**src/rtl/cmp_tally_pkg.sv**
```systemverilog
// cmp_tally_pkg
// Shared encodings for the comparator tally block: result codes, tally FSM
// states and the comparator status codes (common with the comparator).
package cmp_tally_pkg;

   typedef enum logic [1:0] {
      RES_NONE = 2'b00,
      RES_GT   = 2'b01,
      RES_EQ   = 2'b10,
      RES_LT   = 2'b11
   } res_t;

   typedef enum logic [1:0] {
      TS_IDLE  = 2'b00,
      TS_COUNT = 2'b01,
      TS_HOLD  = 2'b10,
      TS_ERR   = 2'b11
   } tstate_t;

   typedef enum logic [1:0] {
      CMP_ENABLE = 2'b00,
      CMP_PAUSE  = 2'b01,
      CMP_RESET  = 2'b10
   } cmp_state_t;

   // Maps {gt,eq,lt} to a result code; anything that is not one-hot maps to
   // RES_NONE and must be qualified separately.
   function automatic res_t flags_to_res(input logic [2:0] flags);
      case (flags)
         3'b100:  flags_to_res = RES_GT;
         3'b010:  flags_to_res = RES_EQ;
         3'b001:  flags_to_res = RES_LT;
         default: flags_to_res = RES_NONE;
      endcase
   endfunction

endpackage

```
**src/rtl/cmp_tally_sat_counter.sv**
```systemverilog
// sat_counter
// Saturating up-counter with synchronous reset, soft clear and load-to-one.
// Ports:
//   clk, reset     : clock, synchronous active-high reset
//   clr            : soft clear to zero (over load1/inc)
//   load1          : load the value 1 (start of a new run)
//   inc            : increment, holds at all-ones
//   cnt            : registered count
module sat_counter #(
   parameter int W = 8
) (
   input  logic         clk,
   input  logic         reset,
   input  logic         clr,
   input  logic         load1,
   input  logic         inc,
   output logic [W-1:0] cnt
);

   localparam logic [W-1:0] MAX = {W{1'b1}};

   logic [W-1:0] cnt_q;
   logic [W-1:0] cnt_d;

   always_comb begin
      cnt_d = cnt_q;
      if (clr) begin
         cnt_d = '0;
      end else if (load1) begin
         cnt_d = W'(1);
      end else if (inc && (cnt_q != MAX)) begin
         cnt_d = cnt_q + W'(1);
      end
   end

   always_ff @(posedge clk) begin
      if (reset) begin
         cnt_q <= '0;
      end else begin
         cnt_q <= cnt_d;
      end
   end

   assign cnt = cnt_q;

endmodule

```
**src/rtl/cmp_tally.sv**
```systemverilog
// cmp_tally
// Clocked tally of a 4-bit magnitude comparator's one-hot result flags:
// saturating per-outcome counters, current run length with a streak flag,
// and a sticky error on illegal flag combinations.
// Ports:
//   clk, reset            : clock, synchronous active-high reset
//   enable, cmp_state     : sample qualification (enable=1 and status ENABLE)
//   clear                 : soft clear of counters, run, last result and error
//   gt, eq, lt            : comparator result flags
//   gt_cnt/eq_cnt/lt_cnt  : saturating outcome counts
//   run_len, last_res     : current run length and last accepted result
//   streak                : run_len >= RUN_TH
//   err, tstate           : sticky error and FSM state
//
// state    | meaning
// ---------+--------------------------------------------------------
// TS_IDLE  | nothing accepted since reset/clear
// TS_COUNT | last qualified cycle was a sample
// TS_HOLD  | paused (no sample); outputs and run are held
// TS_ERR   | illegal flags seen; frozen until reset or clear
module cmp_tally
   import cmp_tally_pkg::*;
#(
   parameter int CNT_W  = 8,
   parameter int RUN_TH = 4
) (
   input  logic             clk,
   input  logic             reset,
   input  logic             enable,
   input  logic             clear,
   input  logic             gt,
   input  logic             eq,
   input  logic             lt,
   input  logic [1:0]       cmp_state,
   output logic [CNT_W-1:0] gt_cnt,
   output logic [CNT_W-1:0] eq_cnt,
   output logic [CNT_W-1:0] lt_cnt,
   output logic [CNT_W-1:0] run_len,
   output logic [1:0]       last_res,
   output logic             streak,
   output logic             err,
   output logic [1:0]       tstate
);

   localparam logic [CNT_W-1:0] RUN_MAX  = {CNT_W{1'b1}};
   localparam logic [CNT_W-1:0] RUN_TH_V = CNT_W'(RUN_TH);

   logic [2:0] flags;
   logic       sample;
   logic       legal;
   logic       illegal;
   logic       acc_ok;
   res_t       res;

   tstate_t state_q, state_d;
   res_t    last_res_q, last_res_d;
   logic    streak_q, streak_d;
   logic    err_q, err_d;

   logic             run_inc;
   logic             run_load1;
   logic [CNT_W-1:0] run_nxt;

   assign flags   = {gt, eq, lt};
   assign sample  = enable && (cmp_state == CMP_ENABLE);
   assign res     = flags_to_res(flags);
   assign legal   = sample && $onehot(flags);
   assign illegal = sample && ($countones(flags) > 1);
   // Once in ERR every sample is ignored; only reset/clear leave it.
   assign acc_ok  = legal && (state_q != TS_ERR);

   assign run_inc   = acc_ok && (res == last_res_q);
   assign run_load1 = acc_ok && (res != last_res_q);

   sat_counter #(.W(CNT_W)) u_gt_cnt (
      .clk   (clk),
      .reset (reset),
      .clr   (clear),
      .load1 (1'b0),
      .inc   (acc_ok && (res == RES_GT)),
      .cnt   (gt_cnt)
   );

   sat_counter #(.W(CNT_W)) u_eq_cnt (
      .clk   (clk),
      .reset (reset),
      .clr   (clear),
      .load1 (1'b0),
      .inc   (acc_ok && (res == RES_EQ)),
      .cnt   (eq_cnt)
   );

   sat_counter #(.W(CNT_W)) u_lt_cnt (
      .clk   (clk),
      .reset (reset),
      .clr   (clear),
      .load1 (1'b0),
      .inc   (acc_ok && (res == RES_LT)),
      .cnt   (lt_cnt)
   );

   sat_counter #(.W(CNT_W)) u_run_len (
      .clk   (clk),
      .reset (reset),
      .clr   (clear),
      .load1 (run_load1),
      .inc   (run_inc),
      .cnt   (run_len)
   );

   // Next run length mirrored here so streak lands on the same edge as run_len.
   always_comb begin
      run_nxt = run_len;
      if (clear) begin
         run_nxt = '0;
      end else if (run_load1) begin
         run_nxt = CNT_W'(1);
      end else if (run_inc && (run_len != RUN_MAX)) begin
         run_nxt = run_len + CNT_W'(1);
      end
   end

   always_comb begin
      last_res_d = last_res_q;
      streak_d   = (run_nxt >= RUN_TH_V);
      err_d      = err_q;
      if (clear) begin
         last_res_d = RES_NONE;
         streak_d   = 1'b0;
         err_d      = 1'b0;
      end else begin
         if (acc_ok) begin
            last_res_d = res;
         end
         if (illegal) begin
            err_d = 1'b1;
         end
      end
   end

   always_ff @(posedge clk) begin
      if (reset) begin
         last_res_q <= RES_NONE;
         streak_q   <= 1'b0;
         err_q      <= 1'b0;
      end else begin
         last_res_q <= last_res_d;
         streak_q   <= streak_d;
         err_q      <= err_d;
      end
   end

   // FSM: state register
   always_ff @(posedge clk) begin
      if (reset) begin
         state_q <= TS_IDLE;
      end else begin
         state_q <= state_d;
      end
   end

   // FSM: next state
   always_comb begin
      state_d = state_q;
      if (clear) begin
         state_d = TS_IDLE;
      end else begin
         case (state_q)
            TS_IDLE: begin
               if (illegal)     state_d = TS_ERR;
               else if (legal)  state_d = TS_COUNT;
            end
            TS_COUNT: begin
               if (illegal)     state_d = TS_ERR;
               else if (legal)  state_d = TS_COUNT;
               else if (!sample) state_d = TS_HOLD;
            end
            TS_HOLD: begin
               if (illegal)     state_d = TS_ERR;
               else if (legal)  state_d = TS_COUNT;
            end
            default:            state_d = TS_ERR;
         endcase
      end
   end

   // FSM: outputs
   always_comb begin
      tstate   = state_q;
      err      = err_q;
      streak   = streak_q;
      last_res = last_res_q;
   end

endmodule

```
**config.mk**
```make
export PLATFORM = sky130hd
export DESIGN_NAME = cmp_tally
export DESIGN_NICKNAME = d
export VERILOG_FILES = /design/src/rtl/cmp_tally_pkg.sv /design/src/rtl/cmp_tally_sat_counter.sv /design/src/rtl/cmp_tally.sv
export SDC_FILE = /design/constraint.sdc
export NUM_CORES = 1
export LEC_CHECK = 0
export BUFFER_PORTS_ARGS = -buffer_cell sky130_fd_sc_hd__buf_4
export CORE_MARGIN = 2
export CORE_UTILIZATION = 53
export DETAILED_ROUTE_END_ITERATION = 8
export PLACE_DENSITY = 0.76
export SLEW_MARGIN = 20
export SYNTH_ARGS = -nofsm -noshare
export SYNTH_HDL_FRONTEND = slang
export SYNTH_SLANG_ARGS = --single-unit
```
**constraint.sdc**
```tcl
create_clock -name clk -period 3 [get_ports clk]
set_input_delay 0.3 -clock clk [delete_from_list [all_inputs] [get_ports clk]]
set_output_delay 0.3 -clock clk [all_outputs]
set_load 0.02 [all_outputs]
```
# After elaboration in Yosys (flattened, before gate mapping)

Index checks and enable logic that the tools add are counted.

Output and inout port bits: 38
Input port bits: 9
Logic and storage cells: 64
Bits in registers: 38

$lt $le $gt $ge: 2
Add/subtract/negate cells: 8
Reductions and logical operators: 18
Multiplexer cells: 10
Eq/ne operators: 18

Operators with widths:

| operator            | count |
|---|---|
| $add 8x1->8 const B | 4 |
| $ne 8x8->1 const B  | 4 |
| $mux 8              | 3 |
| $logic_and 1x1->1   | 13 |
| $mux 2              | 5 |
| $ge 8x3->1 const B  | 1 |
| $eq 2x1->1 const B  | 3 |
| $eq 2x2->1 const B  | 3 |
| $pmux 2 s3          | 1 |
| $add 1x1->2         | 2 |
| $logic_not 2->1     | 2 |
| $ne 4x4->1 const B  | 1 |
| $pmux 2 s2          | 1 |
| $reduce_or 2->1     | 2 |
| $add 2x1->3         | 1 |
| $eq 3x1->1 const B  | 1 |
| $eq 3x2->1 const B  | 1 |
| $eq 3x3->1 const B  | 1 |
| $gt 3x1->1 const B  | 1 |
| $ne 3x1->1 const B  | 1 |
| $add 2x1->2         | 1 |
| $eq 2x2->1          | 1 |
| $ne 2x2->1          | 1 |
| $ne 2x2->1 const B  | 1 |
| $reduce_and 2->1    | 1 |

# Depth between registers and ports, before layout

Word-level depth: 11
Mapped depth: 7
Depth with buffers taken out: 6

# Modules after synthesis

A second synthesis with hierarchy kept.

Cell total of the unflattened synthesis: 262
Area, all modules: 2180.8 sq um

Modules (own cells, without submodules):

| module      | area an instance (sq um) | sequential area each (sq um) | times used | cells an instance |
|---|---|---|---|---|
| sat_counter | 424.2                    | 160.2                        | 4          | 50 |
| cmp_tally   | 484.2                    | 120.1                        | 1          | 62 |

# Worst setup path after synthesis

OpenSTA, ideal clock, no wires.

Path kind: input to register
Start point: input gt
End point: register u_run_len.cnt_q[7] (netlist: u_run_len.cnt[7])
Data required time: 2.930 ns
Library setup time: 0.070 ns
Data arrival time: 2.209 ns
Stages on the path: 6
Buffers on the path: 0
Setup slack: 0.721 ns
Path through: fa_1 -> nor4b_2 -> and3_1 -> o2111ai_2 -> or4_1 -> a21oi_1

Longest elaborated chain between the ends: 9
Elaborated cells on any way between the ends: 16
Those cells by class: 1 x add/sub; 6 x eq/ne; 4 x mux; 5 x reduce/logical

Ends and longest elaborated chain:

| item                              | line                        | RTL |
|---|---|---|
| start, declared                   | cmp_tally.sv:31             | `input logic gt,` |
| $add 2x1->2 (not written as such) | cmp_tally.sv:67             | `assign legal = sample && $onehot(flags);` |
| $eq 2x1->1                        | cmp_tally.sv:67             |  |
| $logic_and 1x1->1                 | cmp_tally.sv:67             |  |
| $logic_and 1x1->1                 | cmp_tally.sv:70             | `assign acc_ok = legal && (state_q != TS_ERR);` |
| $logic_and 1x1->1                 | cmp_tally.sv:72             | `assign run_inc = acc_ok && (res == last_res_q);` |
| $logic_and 1x1->1                 | cmp_tally_sat_counter.sv:31 | `end else if (inc && (cnt_q != MAX)) begin` |
| $mux 8                            | --                          |  |
| $mux 8 (*) (2 in series)          | --                          |  |
| end signal, assigned              | cmp_tally_sat_counter.sv:40 | `cnt_q <= cnt_d;` |
| end, declared                     | cmp_tally_sat_counter.sv:22 | `logic [W-1:0] cnt_q;` |

Mark *: on every way between the ends. The rest lies on a longest branch, timed or not.
A chain may end at the register's enable or synchronous reset.

# Worst setup path in the final report

Start point: register last_res_q[1] (netlist: last_res[1])
End point: register u_run_len.cnt_q[7] (netlist: u_run_len.cnt[7])

Longest elaborated chain between the ends: 6
Elaborated cells on any way between the ends: 8
Those cells by class: 2 x eq/ne; 3 x mux; 3 x reduce/logical

Ends and longest elaborated chain:

| item                     | line                        | RTL |
|---|---|---|
| start, declared          | cmp_tally.sv:56             | `res_t last_res_q, last_res_d;` |
| start signal, assigned   | cmp_tally.sv:147            | `last_res_q <= last_res_d;` |
| $eq 2x2->1               | cmp_tally.sv:72             |  |
| $logic_and 1x1->1        | cmp_tally.sv:72             |  |
| $logic_and 1x1->1        | cmp_tally_sat_counter.sv:31 |  |
| $mux 8                   | --                          |  |
| $mux 8 (*) (2 in series) | --                          |  |

Marked as above.

==> metrics.md <==
| Metric | Value |
|---|---|
| GRT Resource Usage Total | `about a fifth` |
| Highest-count cells in the layout ignoring fill and taps | `buf_4 (48), dfxtp_1 (38), nor2_1 (35)` |
| Syn_nets | `roughly 250` |
| Start point of the worst min-delay path | `cmp_state[1]` |
| Mapped Avg Cell Area | `8.28 um^2` |
| Antenna Diode Count | `0` |
| Buffers from clock root to sink, at most | `2` |
| Synth Area in Simple Gates | `a little under a third` |
| Number of hold buffers added after cts | `0` |
| Area Growth Syn to Fin | `26.5%` |
| Number of detailed-routing iterations run before antenna repair | `6` |
| Filler cells | `275` |
| Crit start category | `register` |
| Number of nets at the end of the flow | `294` |
| Initial core utilization | `56.4%` |
| Total of warnings raised by yosys | `0` |
| Share of the synthesized area in the top cell type | `39.8%` |
| Lkg Pwr | `0.864 nW` |
| Largest family of logic cells by synthesized area | `simple AND/OR/NAND/NOR gates` |
| CTS tree | `built` |
| First-pass GRT wire length | `6930 um` |
| Number of antenna violations at the first check in global routing | `0` |
| Num CTS Buffers | `5` |
| Fmax | `roughly 420 MHz` |
| Xor/xnor share of the synthesized area | `10.1%` |
| Endpoints failing setup | `0` |
| Max FO, Critical Path | `7` |
| Via count of the first global-routing pass | `between 1.5k and 2k` |
| Status | `finished, final reports clean` |
| Sequential cell area fraction in the yosys report | `between 30% and 40%` |
| Final hold viol count | `0` |
| H-tree depth | `2` |
| Area of the core | `0.00339 mm^2` |
| HPWL after DPL | `2940 um` |
| Maximum number of pins on one net before global-route repair | `34` |
| Residual DRC count | `0` |
| Share of cell area taken by muxes after synthesis | `1.57%` |
| Resize count post-CTS | `0` |
| Highest cell delay on the worst timing path | `0.54 ns` |
| Clock insertion delay at the later pin of the skew report | `0.35 ns` |
| Post-synthesis register bit count | `38` |
| Depth of the most critical reg-to-reg path | `5` |
| Remaining global-route overflow | `0` |
| Endpoint type of the worst setup path | `register` |
| Leading post-synthesis cells by cell area | `dfxtp_1 (40%), xnor2_1 (9.6%), nor2_1 (6.9%), a21oi_1 (3.9%), nand2_1 (3.9%)` |
| Data required, critical path | `between 3 and 4 ns` |
| Cell depth of the worst hold path | `4` |
| Distinct cell type count after synthesis | `40` |
| Most common library cell in the layout ignoring fill and taps | `buf_4` |
| Post-route antenna net violation count | `0` |
| Die width | `around 64 um` |
| Clock skew after layout | `approximately 0.013 ns` |
| Post-route standard cell area excluding fillers | `0.00242 mm^2` |
| Arrival time at the worst endpoint | `2.65 ns` |
| Series of cell instances along the critical path | `or4_1 > a31oi_1 > o2111ai_2 > or4_1 > a21oi_1` |
| Synthesized cell area | `0.00191 mm^2` |
| Row cnt | `21` |
| Final Wtd Congestion | `0.847` |
| Synthesized-area fraction occupied by ao, oa, aoi and oai cells | `approximately 12%` |
| Register-to-register path setup slack | `0.63 ns` |
| Maximum Capacitance Violations | `0` |
| Max VDD drop | `0.364 mV` |
| Cell type with the highest occurrence count on the critical path | `or4_1` |
| Clk pin slew, worst setup/hold paths | `0.12 ns` |
| Setup TNS Final | `0 ns` |
| Capture instance of the worst register-to-register path | `u_run_len.cnt[7]$_SDFF_PP0_` |
| Worst hold path type | `in2reg` |
| Count of port buffers added during placement | `46` |
| Number of enable-type register cells in the synthesized netlist | `0` |
| Worst Tran Pin Value | `0.615 ns` |
| Total I/O pin count | `47` |
| Max stage delay cell, worst path | `or4_1` |
| Clock sinks | `38` |
| Layout cells sized above 1 | `23.1%` |
| Post-CTS Setup Bufs | `0` |
| Synth async-reset ratio | `0%` |
| Final Max Slew Viols | `0` |
| Cells after Synth | `between 200 and 250` |
| Period utilisation layout | `78.8%` |
| Root Buffer Master | `clkbuf_4` |
| Unrepaired setup endpoints after global routing | `no` |
| Routed vias/inst | `between 5 and 6` |
| Die span in y | `roughly 64 um` |
| Worst Hold End | `tstate[0]$_SDFFE_PP0P_` |
| Iteration-0 DRC count of the detailed router | `133` |
| Vias after detailed routing | `approximately 1.8k` |
| Type of the worst setup path | `reg2reg` |
| Launching point of the worst reg2reg path | `last_res[1]$_SDFFE_PP0P_` |
| DP Area | `0.00231 mm^2` |
| Most area-hungry cell type in the Yosys netlist | `dfxtp_1` |
| P per Cell Area | `421 mW/mm^2` |
| Overall routed net length | `4070 um` |
| Top flip-flop cell by instance count after synthesis | `dfxtp_1` |
| Routed wire length per instance | `12.4 um` |
| Post-layout min period | `2.37 ns` |
| Die ar. | `0.00410 mm^2` |
| Fraction of the mapped netlist area in adder cells | `3.66%` |
| Slew Limit Headroom | `59.0%` |
[metal layers]
metal | vias up | wire length, um | part of all wire [%] | track usage, %
met1 | 810 | 1830 | 45 | 25.4
met2 | 41 | 1960 | 48 | 35.3
li1 | 919 | - | - | -
met4 | 0 | 57 | 1.4 | 8.15
met5 | - | 0 | 0 | 0
met3 | 7 | 222 | 5.5 | 7.57
[cell type report]
class / count / area [um^2] / area share, %
Multi-Input combinational cell: 182 / 1110 / 45.9
Sequential cell: 38 / 761 / 31.5
Timing Repair Buffer: 48 / 360 / 14.9
Clock inverter: 2 / 60.1 / 2.48
Tap cell: 46 / 57.6 / 2.38
Clock buffer: 6 / 51.3 / 2.12
Inverter: 5 / 18.8 / 0.776
[synthesized netlist by cell type, types with 3 or more instances]
| library cell | n |
|---|---|
| mux2i_1 | 3 |
| nor2_1 | 35 |
| clkbuf_1 | 6 |
| dfxtp_1 | 38 |
| or3_1 | 3 |
| o21ai_0 | 9 |
| xnor2_1 | 21 |
| inv_1 | 5 |
| ha_1 | 4 |
| or4_1 | 3 |
| nand3_1 | 11 |
| nor4_1 | 9 |
| nor3_1 | 14 |
| a21oi_1 | 15 |
| or2_2 | 4 |
| and3_1 | 3 |
| nand2_1 | 20 |
[logic make-up (layout without fill, tap and decap cells)]
logic type	Yosys count	in the layout
multiplexers	3	3
AND/OR/NAND/NOR	115	115
XOR/XNOR	22	22
AO/OA/AOI/OAI	37	37
adder cells (fa/ha/maj)	5	5
buffers and inverters	11	61
flip-flops	38	38
[worst max-delay path, delay by kind of cell, from the launching register on]
family | cells | cell delay [ns]
flops | 1 | 0.40
compound gates | 3 | 0.85
simple gates | 2 | 1.05
[worst max-delay path by stage]
stage                                   startpoint                     endpoint
after floorplan                                 gt  u_run_len.cnt[7]$_SDFF_PP0_
final                     last_res[1]$_SDFFE_PP0P_  u_run_len.cnt[7]$_SDFF_PP0_
after detailed placement                        gt  u_run_len.cnt[7]$_SDFF_PP0_
after CTS                 last_res[1]$_SDFFE_PP0P_  u_run_len.cnt[7]$_SDFF_PP0_
after global placement                          gt  u_run_len.cnt[7]$_SDFF_PP0_
after global routing      last_res[1]$_SDFFE_PP0P_  u_run_len.cnt[7]$_SDFF_PP0_
[per-stage QoR]
stage | util (%) | std cells | total power (W) | hold slack (ns) | setup WS [ns]
global placement | 68.1 | 319 | 0.000575 | 0.459 | 0.439
global route | 71.4 | 327 | 0.00105 | 0.295 | 0.474
CTS | 71.4 | 327 | 0.00103 | 0.272 | 0.616
detailed placement | 68.1 | 319 | 0.000575 | 0.467 | 0.387
floorplan | - | 231 | 0.000553 | 0.519 | 0.721
finish | 71.4 | 327 | 0.00102 | 0.290 | 0.635
[flip-flops by register name, summed over array words and instances (netlist names)]
register       cells
tstate             2
u_run_len.cnt      8
u_eq_cnt.cnt       8
u_gt_cnt.cnt       8
last_res           2
streak             1
u_lt_cnt.cnt       8
err                1
[power breakdown]
group	switching, W	leakage [nW]	internal, W
Clock	0.000172	0.0585	0.000282
Combinational	0.0000348	0.499	0.0000221
Sequential	0.00000126	0.306	0.000505
(Power assumes the default switching activity.)
